===== src/rtl/ps2_pkg.sv =====
// -----------------------------------------------------------------------------
// ps2_pkg
// Shared definitions for the PS/2 host transmitter and the keyboard receiver.
//   ps2_state_t : transmitter sequencing states
//   FRAME_BITS  : host-driven bits after the start bit (d0..d7, parity, stop)
//   odd_parity  : parity bit that makes the nine data+parity bits odd
// -----------------------------------------------------------------------------
package ps2_pkg;

   typedef enum logic [2:0] {
      IDLE      = 3'd0,
      INHIBIT   = 3'd1,
      RTS       = 3'd2,
      SHIFT     = 3'd3,
      ACK       = 3'd4,
      WAIT_IDLE = 3'd5
   } ps2_state_t;

   localparam int FRAME_BITS = 10;

   function automatic logic odd_parity(input logic [7:0] data);
      return ~^data;
   endfunction

endpackage


===== src/rtl/ps2_line_sync.sv =====
// -----------------------------------------------------------------------------
// ps2_line_sync
// Brings one raw PS/2 pin into the system clock domain and debounces it.
// A new level is accepted only after FILTER_LEN consecutive samples that all
// differ from the current accepted level.
//
// Ports:
//   clk   in  : system clock
//   rst_n in  : asynchronous active-low reset
//   pin   in  : raw asynchronous line (idle high)
//   level out : filtered line level
//   fall  out : one-cycle pulse when level goes 1 -> 0 (same cycle level drops)
// -----------------------------------------------------------------------------
module ps2_line_sync #(
   parameter int FILTER_LEN = 8
) (
   input  logic clk,
   input  logic rst_n,
   input  logic pin,
   output logic level,
   output logic fall
);

   localparam int CNT_W = (FILTER_LEN > 1) ? $clog2(FILTER_LEN) : 1;

   logic             meta;
   logic             sync;
   logic [CNT_W-1:0] cnt;

   // Two-flop synchronizer; resets to the released (high) line level.
   always_ff @(posedge clk or negedge rst_n) begin
      if (!rst_n) begin
         meta <= 1'b1;
         sync <= 1'b1;
      end else begin
         meta <= pin;
         sync <= meta;
      end
   end

   // Stability filter: any sample that agrees with the accepted level restarts
   // the run, so the counter never wraps past FILTER_LEN-1.
   always_ff @(posedge clk or negedge rst_n) begin
      if (!rst_n) begin
         cnt   <= '0;
         level <= 1'b1;
         fall  <= 1'b0;
      end else begin
         fall <= 1'b0;
         if (sync == level) begin
            cnt <= '0;
         end else if (cnt == CNT_W'(FILTER_LEN - 1)) begin
            level <= sync;
            cnt   <= '0;
            fall  <= level;
         end else begin
            cnt <= cnt + 1'b1;
         end
      end
   end

endmodule


===== src/rtl/ps2_host_tx.sv =====
// -----------------------------------------------------------------------------
// ps2_host_tx
// Host-to-device PS/2 transmitter: inhibit, request-to-send, shift d0..d7,
// odd parity and stop on device clock falls, then sample the device ack.
// Lines are driven open-drain: an oe of 1 pulls the line low, 0 releases it.
//
// Optional build macro: PS2_TX_TIMEOUT_EN
//   defined   : start (clock release -> first fall) and packet (first fall ->
//               ack) watchdogs release the lines and end with tx_err.
//   undefined : no watchdogs; a silent device parks the block in SHIFT/ACK.
//
// Ports:
//   sys_clk     in  : system clock
//   sys_rst_n   in  : asynchronous active-low reset
//   tx_data     in  : command byte
//   tx_valid    in  : send request, taken when tx_ready is high
//   tx_ready    out : able to accept a byte
//   tx_done     out : one-cycle pulse, byte acknowledged
//   tx_err      out : one-cycle pulse, NACK or watchdog expiry
//   ps2_clk_in  in  : raw PS/2 clock pin
//   ps2_dat_in  in  : raw PS/2 data pin
//   ps2_clk_oe  out : pull PS/2 clock low
//   ps2_dat_oe  out : pull PS/2 data low
// -----------------------------------------------------------------------------
module ps2_host_tx
   import ps2_pkg::*;
#(
   parameter int CLK_HZ          = 50_000_000,
   parameter int INHIBIT_CYCLES  = CLK_HZ / 10_000,
   parameter int START_TO_CYCLES = CLK_HZ / 1000 * 15,
   parameter int PKT_TO_CYCLES   = CLK_HZ / 500,
   parameter int FILTER_LEN      = 8
) (
   input  logic       sys_clk,
   input  logic       sys_rst_n,
   input  logic [7:0] tx_data,
   input  logic       tx_valid,
   output logic       tx_ready,
   output logic       tx_done,
   output logic       tx_err,
   input  logic       ps2_clk_in,
   input  logic       ps2_dat_in,
   output logic       ps2_clk_oe,
   output logic       ps2_dat_oe
);

   localparam int INH_W = (INHIBIT_CYCLES > 1) ? $clog2(INHIBIT_CYCLES) : 1;
   localparam int IDX_W = $clog2(FRAME_BITS);

   ps2_state_t             state;
   ps2_state_t             state_nx;

   logic                   clk_lvl;
   logic                   clk_fall;
   logic                   dat_lvl;
   logic                   dat_fall_unused;

   logic [FRAME_BITS-1:0]  frame_q;
   logic [IDX_W-1:0]       idx_q;
   logic [INH_W-1:0]       inh_cnt;
   logic                   dat_q;
   logic                   err_q;

   logic                   accept;
   logic                   inh_done;
   logic                   lines_idle;
   logic                   timeout;

   // Parameters only consumed when the watchdogs are built.
   wire cfg_unused = (CLK_HZ > 0) && (START_TO_CYCLES > 0) && (PKT_TO_CYCLES > 0);

   ps2_line_sync #(.FILTER_LEN(FILTER_LEN)) u_clk_sync (
      .clk   (sys_clk),
      .rst_n (sys_rst_n),
      .pin   (ps2_clk_in),
      .level (clk_lvl),
      .fall  (clk_fall)
   );

   ps2_line_sync #(.FILTER_LEN(FILTER_LEN)) u_dat_sync (
      .clk   (sys_clk),
      .rst_n (sys_rst_n),
      .pin   (ps2_dat_in),
      .level (dat_lvl),
      .fall  (dat_fall_unused)
   );

   assign accept     = tx_valid && tx_ready;
   assign inh_done   = (inh_cnt == INH_W'(INHIBIT_CYCLES - 1));
   assign lines_idle = clk_lvl && dat_lvl;

`ifdef PS2_TX_TIMEOUT_EN
   localparam int WD_MAX = (START_TO_CYCLES > PKT_TO_CYCLES) ? START_TO_CYCLES : PKT_TO_CYCLES;
   localparam int WD_W   = (WD_MAX > 1) ? $clog2(WD_MAX) : 1;

   logic [WD_W-1:0] wd_cnt;
   logic            armed;   // first device fall seen: packet limit applies

   // One counter serves both limits; it restarts on the first device fall.
   always_ff @(posedge sys_clk or negedge sys_rst_n) begin
      if (!sys_rst_n) begin
         wd_cnt <= '0;
         armed  <= 1'b0;
      end else if (state == RTS) begin
         wd_cnt <= '0;
         armed  <= 1'b0;
      end else if (state == SHIFT || state == ACK) begin
         if (clk_fall && !armed) begin
            wd_cnt <= '0;
            armed  <= 1'b1;
         end else if (wd_cnt != WD_W'(WD_MAX - 1)) begin
            wd_cnt <= wd_cnt + 1'b1;
         end
      end
   end

   assign timeout = (state == SHIFT || state == ACK) &&
                    (armed ? (wd_cnt >= WD_W'(PKT_TO_CYCLES - 1))
                           : (wd_cnt >= WD_W'(START_TO_CYCLES - 1)));
`else
   assign timeout = 1'b0;
`endif

   // State register
   always_ff @(posedge sys_clk or negedge sys_rst_n) begin
      if (!sys_rst_n) state <= IDLE;
      else            state <= state_nx;
   end

   // Next-state logic
   always_comb begin
      state_nx = state;
      unique case (state)
         IDLE:      if (accept) state_nx = INHIBIT;
         INHIBIT:   if (inh_done) state_nx = RTS;
         RTS:       state_nx = SHIFT;
         SHIFT: begin
            if (timeout)
               state_nx = WAIT_IDLE;
            else if (clk_fall && idx_q == IDX_W'(FRAME_BITS - 1))
               state_nx = ACK;
         end
         ACK:       if (timeout || clk_fall) state_nx = WAIT_IDLE;
         // Ready rises with the completion pulse, so a new byte may be taken here.
         WAIT_IDLE: if (lines_idle) state_nx = accept ? INHIBIT : IDLE;
         default:   state_nx = IDLE;
      endcase
   end

   // Frame, bit index, inhibit timer, data drive and result flag
   always_ff @(posedge sys_clk or negedge sys_rst_n) begin
      if (!sys_rst_n) begin
         frame_q <= '0;
         idx_q   <= '0;
         inh_cnt <= '0;
         dat_q   <= 1'b0;
         err_q   <= 1'b0;
      end else begin
         unique case (state)
            IDLE, WAIT_IDLE: begin
               if (accept) begin
                  frame_q <= {1'b1, odd_parity(tx_data), tx_data};
                  inh_cnt <= '0;
                  err_q   <= 1'b0;
               end
            end
            INHIBIT: begin
               if (inh_done) begin
                  dat_q <= 1'b1;          // start bit while the clock is still held
                  idx_q <= '0;
               end else begin
                  inh_cnt <= inh_cnt + 1'b1;
               end
            end
            SHIFT: begin
               if (timeout) begin
                  dat_q <= 1'b0;
                  err_q <= 1'b1;
               end else if (clk_fall) begin
                  dat_q <= ~frame_q[idx_q];   // stop bit (1) releases the line
                  if (idx_q != IDX_W'(FRAME_BITS - 1)) idx_q <= idx_q + 1'b1;
               end
            end
            ACK: begin
               if (timeout) begin
                  dat_q <= 1'b0;
                  err_q <= 1'b1;
               end else if (clk_fall) begin
                  err_q <= dat_lvl;       // device holds data low to ack
               end
            end
            default: ;
         endcase
      end
   end

   // Outputs
   always_comb begin
      tx_ready   = 1'b0;
      tx_done    = 1'b0;
      tx_err     = 1'b0;
      ps2_clk_oe = 1'b0;
      unique case (state)
         IDLE:         tx_ready = 1'b1;
         INHIBIT, RTS: ps2_clk_oe = 1'b1;
         WAIT_IDLE: begin
            if (lines_idle) begin
               tx_ready = 1'b1;
               tx_done  = ~err_q;
               tx_err   = err_q;
            end
         end
         default: ;
      endcase
   end

   assign ps2_dat_oe = dat_q;

endmodule


===== config.mk =====
export PLATFORM = sky130hd
export DESIGN_NAME = ps2_host_tx
export DESIGN_NICKNAME = d
export VERILOG_FILES = /design/src/rtl/ps2_pkg.sv /design/src/rtl/ps2_line_sync.sv /design/src/rtl/ps2_host_tx.sv
export SDC_FILE = /design/constraint.sdc
export NUM_CORES = 1
export LEC_CHECK = 0
export ABC_AREA = 1
export ABC_CLOCK_PERIOD_IN_PS = 2390
export BUFFER_PORTS_ARGS = -buffer_cell sky130_fd_sc_hd__buf_2
export CAP_MARGIN = 20
export CORE_UTILIZATION = 50
export CTS_CLUSTER_DIAMETER = 60
export CTS_CLUSTER_SIZE = 25
export DETAILED_ROUTE_END_ITERATION = 8
export GPL_ROUTABILITY_DRIVEN = 0
export PLACE_DENSITY = 0.72
export SLEW_MARGIN = 10
export SYNTH_ARGS = -nofsm -noshare
export SYNTH_HDL_FRONTEND = slang
export SYNTH_SLANG_ARGS = --single-unit
export TNS_END_PERCENT = 100

===== constraint.sdc =====
create_clock -name sys_clk -period 2.39 [get_ports sys_clk]
set_clock_uncertainty 0.15 [all_clocks]
set_input_delay 0.478 -clock sys_clk [delete_from_list [all_inputs] [get_ports sys_clk]]
set_output_delay 0.478 -clock sys_clk [all_outputs]
set_load 0.01 [all_outputs]

==> results of run 1 <==
-- synthesized netlist by cell type, drive strengths merged --
library cell | count | area, sq um
dfrtp | 39 | 976
or2 | 2 | 12.5
buf | 5 | 33.8
a21boi | 1 | 7.51
nor2 | 50 | 200
o21ai | 12 | 63.8
inv | 42 | 158
o211ai | 1 | 7.51
a41oi | 1 | 8.76
xor2 | 7 | 61.3
nand2 | 133 | 529
a211oi | 1 | 7.51
a21oi | 4 | 20.0
nor3 | 5 | 25.0
xnor2 | 7 | 61.3
ha | 7 | 87.6
nand3 | 36 | 190
dfstp | 6 | 158
nand4 | 6 | 37.5
clkbuf | 1 | 3.75
-- power by group --
| part | total, mW | internal [mW] | switching [mW] |
|---|---|---|---|
| clock network | 0.480 | 0.235 | 0.245 |
| registers | 1.20 | 0.992 | 0.209 |
| logic | 1.19 | 0.395 | 0.793 |
| total | 2.87 | 1.62 | 1.25 |
-- state kept, by name, summed over array words and instances (netlist names) --
register,count
u_clk_sync.fall,1
u_dat_sync.level,1
ps2_dat_oe,1
u_clk_sync.level,1
u_dat_sync.sync,1
u_dat_sync.cnt,3
u_clk_sync.sync,1
u_clk_sync.meta,1
err_q,1
u_clk_sync.cnt,3
u_dat_sync.meta,1
state,3
frame_q,10
idx_q,4
inh_cnt,13
-- worst paths after layout --
path | start | endpoint | slack, ns | cells past startpoint
min reg2reg | u_clk_sync.meta$_DFF_PN1_ | u_clk_sync.sync$_DFF_PN1_ | 0.21 | 0
min | ps2_dat_in | u_dat_sync.meta$_DFF_PN1_ | 0.13 | 1
max in group asynchronous | sys_rst_n | u_clk_sync.sync$_DFF_PN1_ | 0.94 | 3
max reg2reg | u_dat_sync.level$_DFFE_PN1P_ | inh_cnt[9]$_DFFE_PN0P_ | 0.54 | 9
min in group asynchronous | sys_rst_n | inh_cnt[4]$_DFFE_PN0P_ | 0.51 | 2
max | u_dat_sync.level$_DFFE_PN1P_ | tx_ready | 0.33 | 5
-- cells by family after synthesis --
kind of cell,Yosys count,share of synthesized area
AND/OR/NAND/NOR,232,0.376
buffers and inverters,48,0.0737
flip-flops,45,0.428
AO/OA/AOI/OAI,20,0.0435
XOR/XNOR,14,0.0463
adder cells (fa/ha/maj),7,0.0331
-- cell type report --
cell class	count	area share
well taps	70	0.0302
multi-input cells	273	0.455
clock inverters	1	0.00259
flip-flops and latches	45	0.391
inverters	42	0.0543
repair buffers	20	0.0379
clock buffers	7	0.0297
-- worst max-delay path, cell delays in order (launching register included) --
cell     delay [ns]
dfstp_2        0.57
nand2_1        0.06
inv_1          0.11
nand3_2        0.12
nand2_4        0.13
buf_2          0.14
-- routing by layer --
layer / up-vias / GRT usage / wire (um) / part of all wire
met3: 11 / 0.0402 / 226 / 0.043
met1: 1037 / 0.291 / 2540 / 0.48
met4: 0 / 0.0755 / 110 / 0.021
met2: 55 / 0.344 / 2430 / 0.46
met5: - / 0 / 0 / 0
li1: 1181 / - / - / -
-- what timing repair did --
item,in CTS,in global routing
hold buffers,1,0
endpoints found under the hold margin,17,0
endpoints found under the setup margin,0,0
==> impl_results.md, run 1 <==
* Number of placement rows at 26
* Worst ir drop on vdd at around 0.53 mV
* Number of DRC violations after detailed routing at 0
* Area overhead of the layout relative to synthesis at 9.59%
* ANT nets after route at 0
* Hold slack at around 0.13 ns
* Overall overflow remaining after global route at 0
* Minimum clock period at between 2 and 2.5 ns
* Data required time at the worst endpoint at between 1.5 and 2 ns
* First drt pass iteration count at 4
* Kind of critical path: flop to output pin
* Worst-path fanout max at 8
* Die height at 74.8 um
* Minimum setup slack after placement at ~0.56 ns
* TritonCTS clock tree: done
* Initial Util at 0.519
* Synthesized net count at a little under 400
* Number of maximum-capacitance violations at 0
* Cell count after synthesis at 366
* Via count of the first global-routing pass at approximately 2,000
* Transition time at the pin with the least slew margin at 0.470 ns
* Sequential element share of the synthesized area at 0.428
* Min-Delay Path Class: primary input to flop
* Crit path arrival time at roughly 1.4 ns
* Count of input and output buffers at 17
* Setup fix buffers added after clock tree synthesis at 0
* Die area at around 5600 sq um
* Kind of start point of the critical path: flop
* Number of filler cells placed in the layout at approximately 500
* Cell count after placement at 449
* Design Power at around 2.9 mW
* GRT Overall Usage at 0.214
* Utilization of the core after routing at 0.568
* Most common cell after layout, fill and taps aside: nand2_1
* Setup slack of the critical path after layout at around 0.33 ns
* RSZ-0062 raised after global routing: false
* Mapped cell area at ~2600 sq um
* Leak Pwr at ~1.5 nW
* Number of antenna violations at the first check in global routing at 0
* Detail-routed via count per cell at roughly 5.0
* Setup total negative slack at 0 ns
* Setup violations, final at 0
* FF/Latch Area at approximately 1100 sq um
* Global-route wire length before repair at about 9000 um
* Clock transition at the registers of the reported paths at approximately 0.080 ns
* Cell area reported after detailed placement at between 2000 and 3000 sq um
* Die extent in x at 74.8 um
* Yosys cell types at 29
* Remaining max-slew budget at the tightest pin at 0.687
* Final HPWL DP at between 4000 and 5000 um
* Fmax achieved at 486 MHz
* Inserted Clock Buffers at 5
* CTS resizes at 0
* Clk Tree Root Cell: clkbuf_8
* Clk buf depth at 2
* Final antenna diode count at 0
* Number of H-tree levels at 2
* Avg Synthesized Cell Area at ~7.2 sq um
* Drt first-iter violations at 139
* Non-filler instance count after layout at roughly 460
* Number of vias in the routed layout at 2,284
* Clock sink count at 45
* Final routed wire length divided by cell count at 11.6 um
* Post-route design area at 2900 sq um
* Area of the placeable core at 5110 sq um
* Number of slew-limit violations in the final report at 0
* Most used cells in the layout excluding fill and tap cells: nand2_1 (127), nor2_1 (47), inv_1 (41)
* Result of the run: completed
* Number of nets in the finished design at slightly above 400
* Total area of multi-input combinational cells at 1320 sq um
* Ratio of final minimum period to clock period at 0.861
* Areal power density over the cells at between 900 and 1000 nW/um^2
* Number of I/O pins at 18
* Endpoint type of the worst setup path: output pin
* #FFs+latches synth at between 40 and 50
* Final wirelength at 5320 um
* Count of yosys warnings during synthesis at 0
* Final hold vios at 0
* Largest net degree at the start of global routing at 20
* Later-pin clock latency in the skew report at 0.29 ns
* Proportion of layout cells with a drive suffix above 1 at 0.121
(Power assumes the default switching activity.)
==> run 2, diff against run 1 <==
Settings changed: MAX_ROUTING_LAYER from default to met4.
==> run 2 against run 1 <==
  * Global-route usage grew 0.68 points
  * Sequential cell count is the same
  * Fmax is essentially flat
  * Total power grew 0.13%
==> impl_results.md, run 2 (synthesis gave the netlist of run 1 again) <==
* Slowest cell delay on critical path at ~0.57 ns
* ANT nets after route at 0
* Number of H-tree levels at 2
* Utilization of the core after routing at 0.568
* Number of flip-flops in the largest register at 13
* Die area at 5590 sq um
* Areal power density over the cells at between 900 and 1000 nW/um^2
* Data required time at the worst endpoint at between 1.5 and 2 ns
* Number of nets in the finished design at 407
* Final antenna diode count at 0
* Final HPWL DP at around 4100 um
* Count of input and output buffers at 17
* TritonCTS clock tree: done
* Die extent in x at 74.8 um
* Clk Tree Root Cell: clkbuf_8
* Largest net degree at the start of global routing at 20
* Overall overflow remaining after global route at 0
* Endpoint type of the worst setup path: output pin
* Slowest stage cell on the critical path: dfstp_2
* Transition time at the pin with the least slew margin at 0.469 ns
* Setup violations, final at 0
* Critical path, cell by cell: nand2_1 > inv_1 > nand3_2 > nand2_4 > buf_2
* Minimum clock period at between 2 and 2.5 ns
* Clock transition at the registers of the reported paths at ~0.080 ns
* Kind of start point of the critical path: flop
* Clock sink count at between 40 and 50
* Drt first-iter violations at 130
* Fmax achieved at 486 MHz
* Registers with the highest flip-flop counts: inh_cnt x13, frame_q x10, idx_q x4
* Hold slack at ~0.13 ns
* Initial Util at 0.519
* Final wirelength at ~5300 um
* Detail-routed via count per cell at around 5
* GRT Overall Usage at 0.221
* Result of the run: completed
* Clk buf depth at 2
* Number of antenna violations at the first check in global routing at 0
* Setup total negative slack at 0 ns
* Ratio of final minimum period to clock period at 0.861
* CTS resizes at 0
* Proportion of layout cells with a drive suffix above 1 at 0.121
* Kind of critical path: flop to output pin
* Later-pin clock latency in the skew report at around 0.3 ns
* Via count of the first global-routing pass at between 2,000 and 2,500
* Number of placement rows at 26
* Remaining max-slew budget at the tightest pin at 0.688
* Inserted Clock Buffers at 5
* First drt pass iteration count at 4
* RSZ-0062 raised after global routing: false
* Final hold vios at 0
* Worst ir drop on vdd at between 0.5 and 0.6 mV
* Most used cells in the layout excluding fill and tap cells: nand2_1 (127), nor2_1 (47), inv_1 (41)
* Die height at between 70 and 80 um
* Worst-path fanout max at 8
* Area overhead of the layout relative to synthesis at 9.59%
* Global-route wire length before repair at 9050 um
* Number of vias in the routed layout at roughly 2,300
* Area of the placeable core at between 5000 and 6000 sq um
* Min-Delay Path Class: primary input to flop
* Number of slew-limit violations in the final report at 0
* Most common cell after layout, fill and taps aside: nand2_1
* Number of I/O pins at 18
* Crit path arrival time at ~1.4 ns
* Leak Pwr at about 1.5 nW
* Final routed wire length divided by cell count at around 12 um
* Number of filler cells placed in the layout at just under 500
* Register ranked first by flip-flop count: inh_cnt
* Number of maximum-capacitance violations at 0
* Number of DRC violations after detailed routing at 0
run 2: cell counts in the layout (fill, tap and decap cells not counted):
No cell type changed its count.
run 2: repair_timing:
action / in CTS / in global routing
hold endpoints to repair: 17 / 0
hold buffers: 1 / 0
endpoints found under the setup margin: 0 / 0
setup buffers: 0 / 0
run 2: cell type report:
type / count / area (sq um) / area share
Sequential cell: 45 / 1130 / 0.391
Inverter: 42 / 158 / 0.0543
Clock inverter: 1 / 7.51 / 0.00259
Tap cell: 70 / 87.6 / 0.0302
Timing Repair Buffer: 20 / 110 / 0.0379
Clock buffer: 7 / 86.3 / 0.0297
Multi-Input combinational cell: 273 / 1320 / 0.455
run 2: worst paths after layout:
path	startpoint	to	slack (ns)	cells past startpoint
worst min register to register	u_clk_sync.meta$_DFF_PN1_	u_clk_sync.sync$_DFF_PN1_	0.21	0
max in group asynchronous	sys_rst_n	u_clk_sync.sync$_DFF_PN1_	0.94	3
worst max-delay path	u_dat_sync.level$_DFFE_PN1P_	tx_ready	0.33	5
worst max register to register	u_dat_sync.level$_DFFE_PN1P_	inh_cnt[9]$_DFFE_PN0P_	0.54	9
min in group asynchronous	sys_rst_n	inh_cnt[4]$_DFFE_PN0P_	0.51	2
worst min-delay path	ps2_dat_in	u_dat_sync.meta$_DFF_PN1_	0.13	1
run 2: critical path: cells and delay by family, from the launching register on:
kind	cells	cell delay (ns)
flip-flops	1	0.57
buffers and inverters	2	0.25
AND/OR/NAND/NOR	3	0.31
run 2: per-layer routing:
layer  vias to the layer above  GRT usage  part of all wire
li1                       1180          -                 -
met1                      1035      0.292              0.48
met4                         0     0.0755             0.020
met3                        11     0.0402             0.046
met5                         -          -                 0
met2                        57      0.343              0.46
run 2: stage by stage:
step	worst slack, ns	instances	power [mW]	instance area [sq um]
floorplan	0.729	366	2.12	2650
global placement	0.586	449	2.37	2800
detailed placement	0.564	449	2.41	2800
CTS	0.319	458	2.89	2900
global route	0.223	458	3.15	2900
finish	0.332	458	2.87	2900
run 2: power by group:
part / total, mW / switching, mW / internal, mW
Clock: 0.482 / 0.247 / 0.235
Sequential: 1.20 / 0.210 / 0.992
Combinational: 1.19 / 0.794 / 0.395
==> run 3, diff against run 2 <==
==> constraint.sdc (replaced) <==
create_clock -name sys_clk -period 2.39 [get_ports sys_clk]
set_clock_uncertainty 0.15 [all_clocks]
set_input_delay 0.239 -clock sys_clk [delete_from_list [all_inputs] [get_ports sys_clk]]
set_output_delay 0.239 -clock sys_clk [all_outputs]
set_load 0.01 [all_outputs]
==> run 3 against run 2 <==
  * Clock-buffer cell count stayed put
  * First-iteration DRC count is 22% lower
  * Sequential power hardly changed
  * Combinational power hardly changed
  * Register-to-register slack hardly changed
  * Total power is 0.55% higher
  * Critical path depth is 3 higher
  * Worst hold slack worse by 0.061 ns
  * Largest cell class unchanged
==> impl_results.md, run 3 (synthesis gave the netlist of run 1 again) <==
* Post-route design area at around 2900 sq um
* Later-pin clock latency in the skew report at about 0.3 ns
* RSZ-0062 raised after global routing: false
* Count of input and output buffers at 17
* Remaining max-slew budget at the tightest pin at 0.725
* Minimum setup slack after placement at approximately 0.58 ns
* Die height at roughly 75 um
* Clk buf depth at 2
* Final antenna diode count at 0
* Areal power density over the cells at 988 nW/um^2
* Final hold vios at 0
* Worst ir drop on vdd at roughly 0.64 mV
* Endpoint type of the worst setup path: flop
* Number of maximum-capacitance violations at 0
* Cell repeated most along the worst path: nand2_1
* Cell area reported after detailed placement at around 2800 sq um
* Data required time at the worst endpoint at between 2 and 2.5 ns
* Number of H-tree levels at 2
* Drt first-iter violations at 101
* CTS resizes at 0
* GRT Overall Usage at 0.216
* Die area at around 5600 sq um
* First element of the critical path: inh_cnt[0]$_DFFE_PN0P_
* Beginning of the worst hold path: tx_data[3]
* Ratio of final minimum period to clock period at 0.774
* Kind of start point of the critical path: flop
* Clk Tree Root Cell: clkbuf_8
* Final wirelength at 5470 um
* Overall overflow remaining after global route at 0
* Initial Util at 0.519
* Fmax achieved at ~540 MHz
* Die extent in x at 74.8 um
* Setup total negative slack at 0 ns
* Number of I/O pins at 18
* Via count of the first global-routing pass at around 2,000
* ANT nets after route at 0
* Clock sink count at between 40 and 50
* Leak Pwr at between 1 and 1.5 nW
* Number of DRC violations after detailed routing at 0
* Area of the placeable core at 5110 sq um
* Kind of critical path: flop to flop
* Number of placement rows at 26
* Area overhead of the layout relative to synthesis at 10.3%
* Worst-path fanout max at 7
* First drt pass iteration count at 4
* Registers with the highest flip-flop counts: inh_cnt x13, frame_q x10, idx_q x4
* Result of the run: completed
* Setup slack of the critical path after layout at between 0.5 and 0.6 ns
* Register ranked first by flip-flop count: inh_cnt
* Clock transition at the registers of the reported paths at ~0.09 ns
* Detail-routed via count per cell at roughly 5.0
* Slowest cell delay on critical path at ~0.43 ns
* Crit path arrival time at approximately 1.9 ns
* Most common cell after layout, fill and taps aside: nand2_1
* Most used cells in the layout excluding fill and tap cells: nand2_1 (127), nor2_1 (47), inv_1 (41)
* Number of flip-flops in the largest register at 13
* Final routed wire length divided by cell count at 11.9 um
* Inserted Clock Buffers at 5
* Global-route wire length before repair at between 8000 and 9000 um
* Number of vias in the routed layout at approximately 2,300
* Critical path, cell by cell: ha_1 > nand2_1 > nor2_1 > nand3_1 > nand2_1 > inv_1 > o21ai_0 > nand2_1
* Slowest stage cell on the critical path: dfrtp_1
* Number of nets in the finished design at 409
* Final HPWL DP at just over 4000 um
* Number of filler cells placed in the layout at between 400 and 500
* Transition time at the pin with the least slew margin at 0.411 ns
* TritonCTS clock tree: done
* Setup violations, final at 0
* Min-Delay Path Class: primary input to flop
* R2r startpoint: inh_cnt[0]$_DFFE_PN0P_
* Number of antenna violations at the first check in global routing at 0
* Proportion of layout cells with a drive suffix above 1 at 0.121
* Minimum clock period at around 1.8 ns
* Number of slew-limit violations in the final report at 0
* Largest net degree at the start of global routing at 17
## run 3: what timing repair did
action	CTS	global route
hold endpoints to repair	16	0
hold buffers	3	0
buffers inserted	0	0
## run 3: worst paths after layout
| check | slack (ns) | end | depth (start not counted) |
|---|---|---|---|
| min in group asynchronous | 0.24 | inh_cnt[4]$_DFFE_PN0P_ | 2 |
| worst max register to register | 0.54 | state[0]$_DFFE_PN0P_ | 8 |
| worst min-delay path | 0.07 | frame_q[3]$_DFFE_PN0P_ | 3 |
| worst min register to register | 0.21 | u_clk_sync.sync$_DFF_PN1_ | 0 |
| worst max-delay path | 0.54 | state[0]$_DFFE_PN0P_ | 8 |
| max in group asynchronous | 1.24 | u_clk_sync.sync$_DFF_PN1_ | 3 |
## run 3: metal layers
layer	up-vias	wire length, um	global-route usage
met5	-	0	-
met3	5	138	0.0388
met2	46	2600	0.343
li1	1188	-	-
met4	0	53	0.0524
met1	1045	2680	0.288
## run 3: report_power, final
| part | total, mW | switching [mW] | internal [mW] |
|---|---|---|---|
| clock network | 0.488 | 0.253 | 0.235 |
| registers | 1.20 | 0.210 | 0.992 |
| logic | 1.20 | 0.801 | 0.397 |
| total | 2.89 | 1.26 | 1.62 |
## run 3: critical path, delay by kind of cell (launching register included)
kind            cells  cell delay (ns)
flops               1             0.43
fa+ha+maj           1             0.32
buf+inv             1             0.12
simple gates        5             0.50
compound gates      1             0.23
## run 3: layout make-up
type | instances | area [sq um] | share of cell area
multi-input cells | 273 | 1320 | 0.452
clock buffers | 7 | 86.3 | 0.0295
inverters | 42 | 158 | 0.0539
repair buffers | 22 | 130 | 0.0445
flip-flops and latches | 45 | 1130 | 0.388
well taps | 70 | 87.6 | 0.0300
clock inverters | 1 | 7.51 | 0.00257
## run 3: through the flow
step | utilization | hold WS (ns) | power, mW | std cells
floorplan | - | -0.207 | 2.12 | 366
global route | 0.572 | 0.0815 | 3.14 | 460
CTS | 0.572 | 0.0666 | 2.91 | 460
global placement | 0.548 | 0.0410 | 2.37 | 449
finish | 0.572 | 0.0689 | 2.89 | 460
detailed placement | 0.548 | 0.0405 | 2.40 | 449
